===== config.mk =====
export PLATFORM = sky130hd
export DESIGN_NAME = mtm_alu_rx_p
export DESIGN_NICKNAME = d
export VERILOG_FILES = /design/src/rtl/mtm_alu_rx_p.sv
export SDC_FILE = /design/constraint.sdc
export NUM_CORES = 1
export LEC_CHECK = 0
export BUFFER_PORTS_ARGS = -buffer_cell sky130_fd_sc_hd__buf_2
export CAP_MARGIN = 30
export CORE_MARGIN = 1
export CORE_UTILIZATION = 52
export CTS_CLUSTER_DIAMETER = 150
export DETAILED_ROUTE_END_ITERATION = 16
export HOLD_SLACK_MARGIN = 0.03
export PLACE_DENSITY_LB_ADDON = 0.3
export SKIP_CTS_REPAIR_TIMING = 1
export SYNTH_ARGS = -nofsm -noshare
export SYNTH_HDL_FRONTEND = slang
export SYNTH_SLANG_ARGS = --single-unit

===== constraint.sdc =====
create_clock -name clk -period 1.55 [get_ports clk]
set_input_delay 0.2325 -clock clk [delete_from_list [all_inputs] [get_ports clk]]
set_output_delay 0.2325 -clock clk [all_outputs]
set_load 0.1 [all_outputs]

===== src/rtl/mtm_alu_rx_p.sv =====
// Serial packet receiver for the MTM ALU: collects two operands and a command, then presents them
// with error flags. Define MTM_ALU_RX_CRC_EN to build the CRC-4 check on the command packet.
module mtm_alu_rx_p #(
  parameter int OPERAND_BYTES = 4,
  parameter int W             = 8 * OPERAND_BYTES
) (
  input  logic         clk,
  input  logic         rst_n,
  input  logic         sin,
  output logic [W-1:0] a_o,
  output logic [W-1:0] b_o,
  output logic [2:0]   op_o,
  output logic [3:0]   err_o,
  output logic         valid_o,
  input  logic         ready_i
);

  localparam int NB = 2 * OPERAND_BYTES;
  localparam int CW = $clog2(NB + 1);
  localparam logic [CW-1:0] NB_C = CW'(NB);

  localparam logic [1:0] IDLE    = 2'd0;
  localparam logic [1:0] TYPE    = 2'd1;
  localparam logic [1:0] PAYLOAD = 2'd2;
  localparam logic [1:0] STOP    = 2'd3;

  logic [1:0]    state_q;
  logic [2:0]    bit_q;
  logic          type_q;
  logic [7:0]    pay_q;
  logic [CW-1:0] cnt_q;
  logic          extra_q;
  logic [2*W-1:0] ab_q;

  logic [W-1:0] a_q, b_q;
  logic [2:0]   op_q;
  logic [3:0]   err_q;
  logic         valid_q;

  logic       stop_ok, cmd_done, err_data, err_crc, load;
  logic [2:0] cmd_op;

  assign stop_ok  = (state_q == STOP) && sin;
  assign cmd_done = stop_ok && type_q;
  assign cmd_op   = pay_q[6:4];
  // Extra data packets leave the counter saturated, so they need their own sticky flag.
  assign err_data = (cnt_q != NB_C) || extra_q;
  assign load     = cmd_done && (!valid_q || ready_i);

`ifdef MTM_ALU_RX_CRC_EN
  logic [3:0] crc_q, crc_d;

  function automatic logic [3:0] crc_step(input logic [3:0] c, input logic b);
    return {c[2:0], 1'b0} ^ ({4{c[3] ^ b}} & 4'b0011);
  endfunction

  // The CRC stream is {A, B, 1, op}; the 1 is the command type bit itself.
  always_comb begin
    crc_d = crc_q;
    unique case (state_q)
      TYPE: if (sin) crc_d = crc_step(crc_q, 1'b1);
      PAYLOAD: begin
        if (type_q ? (bit_q inside {[3'd1:3'd3]}) : (cnt_q < NB_C)) crc_d = crc_step(crc_q, sin);
      end
      STOP: if (!sin || type_q) crc_d = 4'd0;
      default: crc_d = crc_q;
    endcase
  end

  always_ff @(posedge clk or negedge rst_n) begin
    if (!rst_n) crc_q <= 4'd0;
    else        crc_q <= crc_d;
  end

  assign err_crc = (crc_q != pay_q[3:0]);
`else
  assign err_crc = 1'b0;
`endif

  always_ff @(posedge clk or negedge rst_n) begin
    if (!rst_n) begin
      state_q <= IDLE;
      bit_q   <= 3'd0;
      type_q  <= 1'b0;
      pay_q   <= 8'd0;
      cnt_q   <= '0;
      extra_q <= 1'b0;
      ab_q    <= '0;
    end else begin
      unique case (state_q)
        IDLE: if (!sin) state_q <= TYPE;
        TYPE: begin
          type_q  <= sin;
          bit_q   <= 3'd0;
          state_q <= PAYLOAD;
        end
        PAYLOAD: begin
          pay_q <= {pay_q[6:0], sin};
          bit_q <= bit_q + 3'd1;
          if (bit_q == 3'd7) state_q <= STOP;
        end
        STOP: begin
          state_q <= IDLE;
          if (!sin || type_q) begin
            cnt_q   <= '0;
            extra_q <= 1'b0;
          end else if (cnt_q < NB_C) begin
            ab_q  <= {ab_q[2*W-9:0], pay_q};
            cnt_q <= cnt_q + 1'b1;
          end else begin
            extra_q <= 1'b1;
          end
        end
        default: state_q <= IDLE;
      endcase
    end
  end

  always_ff @(posedge clk or negedge rst_n) begin
    if (!rst_n) begin
      a_q     <= '0;
      b_q     <= '0;
      op_q    <= 3'd0;
      err_q   <= 4'd0;
      valid_q <= 1'b0;
    end else if (load) begin
      a_q     <= err_data ? '0 : ab_q[2*W-1:W];
      b_q     <= err_data ? '0 : ab_q[W-1:0];
      op_q    <= cmd_op;
      err_q   <= {1'b0, cmd_op[1], err_crc, err_data};
      valid_q <= 1'b1;
    end else if (valid_q && ready_i) begin
      valid_q <= 1'b0;
    end else if (valid_q && cmd_done) begin
      // Result arrived while the previous one is still held: drop it, flag overflow.
      err_q[3] <= 1'b1;
    end
  end

  assign a_o     = a_q;
  assign b_o     = b_q;
  assign op_o    = op_q;
  assign err_o   = err_q;
  assign valid_o = valid_q;

endmodule


* Yosys cells after proc, flatten, opt, wreduce, memory -nomap -nowiden
Cells that the tools add are included.
Word-level totals: memories kept 0, output and inout port bits 72, bits in writable memories 0, bits of input ports 4, logic and storage cells 61, memory bits (read-only) 0, latch bits 0, register bits 154
Cells by class: multiplexer cells 15, bitwise gates (word level) 1, reduce and logical (&&, ||, !) cells 20, multiply operators 0, equal/unequal tests 9, order comparisons 1, divide/modulo/power cells 0, shift operators 0, add/sub/neg operators 2
Operator list (count):
- $mux 32 | 2
- $mux 4 | 2
- $ne 2x2->1 const B | 4
- $pmux 2 s4 | 1
- $reduce_and 2->1 | 4
- $reduce_bool 2->1 | 4
- $mux 1 | 7
- $pmux 3 s2 | 1
- $logic_and 1x1->1 | 5
- $add 4x1->4 const B | 1
- $eq 2x2->1 const B | 2
- $lt 4x4->1 const B | 1
- $mux 2 | 2
- $ne 4x4->1 const B | 1
- $add 3x1->3 const B | 1
- $eq 3x3->1 const B | 1
- $logic_or 1x1->1 | 3
- $reduce_and 3->1 | 1
- $eq 2x1->1 const B | 1
- $logic_not 1->1 | 2
- $logic_not 2->1 | 1
- $not 1->1 | 1

* Logic depth before layout (Yosys ltp)
word-level depth 7, depth in mapped cells 8, depth with buffers taken out 5

* Worst setup path before layout
Ideal clock, no wire load.
path kind reg2reg, from reg valid_q, in the netlist valid_o, to reg op_q[1], in the netlist op_o[1], required time 1.424 ns, clock period less this slack 1.743 ns, arrival 1.618 ns, cell stages (with the launch flop) 5, buffers on the path 2, slack -0.193 ns, cell sequence dfrtp_1 a21oi_1 buf_2 buf_6 mux2_2
On the way: longest elaborated chain between the ends 3
RTL lines:
- from (decl) | RTL line 38 | logic valid_q;
- from (signal assigned) | RTL line 125 | valid_q <= 1'b0;
- from (signal assigned) | RTL line 131 | valid_q <= 1'b1;
- from (signal assigned) | RTL line 133 | valid_q <= 1'b0;
- $logic_not 1->1 | RTL line 48 | assign load = cmd_done && (!valid_q || ready_i);
- $logic_or 1x1->1 | RTL line 48
- $logic_and 1x1->1 | RTL line 48
- to (signal assigned) | RTL line 129 | op_q <= cmd_op;
- to (decl) | RTL line 36 | logic [2:0] op_q;
No other way between the ends. A chain may end at the register's enable or synchronous reset.

* Worst setup path in the final report
from reg state_q[1], to reg ab_q[31]
On the way: longest elaborated chain between the ends 2
RTL lines:
- from (decl) | RTL line 27 | logic [1:0] state_q;
- from (signal assigned) | RTL line 82 | state_q <= IDLE;
- from (signal assigned) | RTL line 91 | IDLE: if (!sin) state_q <= TYPE;
- from (signal assigned) | RTL line 95 | state_q <= PAYLOAD;
- $eq 2x2->1 | RTL line 90 | unique case (state_q)
- $reduce_and 3->1 (no line)
- to (signal assigned) | RTL line 108 | ab_q <= {ab_q[2*W-9:0], pay_q};
- to (decl) | RTL line 33 | logic [2*W-1:0] ab_q;
No other way between the ends.

==> impl_metrics.py <==
metrics = {
    "outcome": {
        "outcome": "complete, but fails checks",
        "failing_checks": "negative setup slack",
    },
    "synthesis": {
        "postSynth.topFlopCell": "dfrtp_1",
        "top_cell_types_by_occurrence_after_synthesis": "dfrtp_1 (153), inv_1 (76), mux2i_1 (65), nand2_1 (65), mux2_2 (39)",
        "synth_top_area_frac": 0.602,
        "synthDistinctLibCells": 26,
        "synth_seq_area_share": 0.602,
        "avgSynthCellArea_um2": 12.7,
        "asyncSetResetFlopFracSynth": 1.00,
        "syn_inst": 501,
        "yosysWarningCount": 0,
        "synth.net_count": 514,
        "synth_largest_area_cell": "dfrtp_1",
        "most_used_standard_cell_by_instance_count_after_synthesis": "dfrtp_1",
        "ys_seq_elements": 153,
        "synth_edf_count": 0,
        "post_synth_instance_area_um2": 6360,
        "synth_top_area_cells": "dfrtp_1 (60%), mux2i_1 (10%), mux2_2 (6.9%), mux2_1 (6.7%), inv_1 (4.5%)",
    },
    "hold_path": {
        "number_of_instances_on_the_worst_hold_path": 3,
        "worst_hold_startpoint": "sin",
        "timing.hold.worst_endpoint": "pay_q[0]",
        "timing.hold.worst.class": "in2reg",
    },
    "detailed_routing": {
        "drt_iter0_drc": 104,
        "routed_wire_length_per_instance_um": 17.3,
        "detailedRoute.firstPassIterationCount": 4,
        "remaining_drc_errors": 0,
        "postRouteAntennaNets": 0,
        "vias": 4030,
        "wirelength_mm": 13.4,
        "via_per_inst": 5.23,
    },
    "timing": {
        "period_needed_ns": 1.61,
        "period_share": 1.04,
        "unrepaired_setup_endpoints_after_global_routing": "true",
        "setup_violations": 60,
        "slew_viol_final": 0,
        "timing.fmax_ghz": 0.623,
        "final_hold_viol_count": 0,
        "worst_slack_ns": -0.0554,
        "finClkSkew_ns": 0.00969,
    },
    "cts": {
        "cts_buffers": 17,
        "clock_latency_ns": 0.42,
        "tritoncts": "built",
        "ctsRootBufferMaster": "clkbuf_16",
        "clock_tree.buffer_depth": 2,
        "cts.sink_count": 153,
        "clock_transition_at_path_regs_ns": 0.06,
        "htreeDepth": 4,
    },
    "final_layout": {
        "fill_cells": 821,
        "layout_cells_sized_above_1": 0.345,
        "area_growth_syn_to_layout_pct": 28.2,
        "final_area_um2": 8150,
        "insertedDiodeCount": 0,
        "nets": 625,
    },
    "setup_path": {
        "critPathLaunchType": "flop",
        "timing.rr.start": "state_q[1]",
        "critPathKind": "reg2reg",
        "crit_fanout": 9,
        "worst_ep_arrival_time_ns": 1.91,
        "worst_r2r_endpoint": "ab_q[31]",
        "required_ns": 1.85,
        "r2r.worst_path.cells": 5,
        "worstSetupEndpointType": "flop",
        "r2r_setup_slack_ns": -0.06,
    },
    "grt": {
        "antenna_found_initial": 0,
        "global_route_wire_length_before_repair_mm": 19.9,
        "overflow": 0,
        "first_global_vias": 4032,
        "grt_use_total": 0.205,
        "grt_max_degree": 50,
    },
    "floorplanning": {
        "initial_utilization": 0.532,
        "chipWidth_um": 113,
        "chip_height_um": 113,
        "io_pins": 76,
        "die_area_um2": 12700,
        "row_count": 40,
        "core_region_area_um2": 12000,
    },
    "place": {
        "place.port_buffers": 74,
        "sum_of_net_half_perimeters_after_detailed_placement_mm": 7.97,
        "gp_congestion": 0.767,
        "post_dp_cell_area_um2": 7090,
    },
    "job": {
        "cap_violations": 0,
    },
}
per-layer routing:
metal  part of all wire  routed length (µm)  track usage
met5                  0                   0            0
met4              0.021                 283       0.0871
met1               0.42                5640        0.260
met2               0.52                6990        0.340
met3              0.033                 446       0.0481
state kept, by name, summed over array words and instances, names as in the netlist, 2 cells and up:
| name | count |
|---|---|
| err_o | 2 |
| cnt_q | 4 |
| state_q | 2 |
| op_o | 3 |
| pay_q | 8 |
| a_o | 32 |
| b_o | 32 |
| bit_q | 3 |
| ab_q | 64 |
worst max path at each step:
stage	from	end	slack, ns	cells after the start
after floorplan	state_q[0]	ab_q[34]	-0.05	6
after CTS	type_q	ab_q[59]	-0.13	4
after detailed placement	type_q	ab_q[32]	-0.09	4
final	state_q[1]	ab_q[31]	-0.06	5
after global placement	type_q	ab_q[26]	-0.04	4
after global routing	state_q[1]	ab_q[35]	-0.11	5
logic make-up after synthesis:
logic type                 Yosys count  share of synthesized area
AOI/OAI and AO/OA                   18                     0.0165
buffers and inverters              102                     0.0740
DFF                                153                      0.602
and+or+nand+nor                     76                     0.0506
other                                1                   0.000590
muxes                              142                      0.239
adders and majority gates            9                     0.0177
critical path, stage by stage (launching register included):
cell and delay (ns):
dfrtp_1 0.40, ha_4 0.16, nor3b_4 0.22, buf_12 0.19
clkbuf_16 0.18, mux2_2 0.33
cells in the final DEF (no fill, tap or decap), types with 2 or more instances in the layout:
master and count:
dlygate4sd3_1 2, inv_1 76, clkbuf_16 24, nand2_1 65, clkinv_2 5, dfrtp_1 151, mux2_2 14, a22o_1 2
a21oi_1 6, nand3_1 3, buf_6 3, mux2_4 43, clkbuf_8 2, buf_4 23, mux2i_2 2, mux2i_1 63
buf_16 2, dfrtp_2 2, buf_12 8, bufinv_16 3, buf_2 73, ha_1 7, o21ai_0 6, nand2b_4 2
clkbuf_1 2, mux2_1 20
per-stage QoR:
stage,hold slack (ns),worst slack (ns),util,TNS [ns],instances
2_1_floorplan,-0.0631,-0.0470,-,-1.91,501
3_3_place_gp,0.200,-0.0369,0.593,-1.15,723
3_5_place_dp,0.207,-0.0905,0.593,-4.11,723
4_1_cts,-0.245,-0.133,0.642,-5.99,753
5_1_grt,0.265,-0.111,0.682,-5.90,770
6_report,0.265,-0.0554,0.682,-1.57,770
final cells by class:
cell class,instances,area [µm²],area share
sequential,153,3830,0.470
multi-input combinational,246,2290,0.280
timing repair buffer,118,982,0.120
clock buffer,21,460,0.0565
inverter,76,285,0.0350
tap,147,184,0.0226
clock inverter,9,124,0.0152
Power is not shown: default switching activity piles up to over one toggle a cycle in this logic, so the estimate is an artifact.
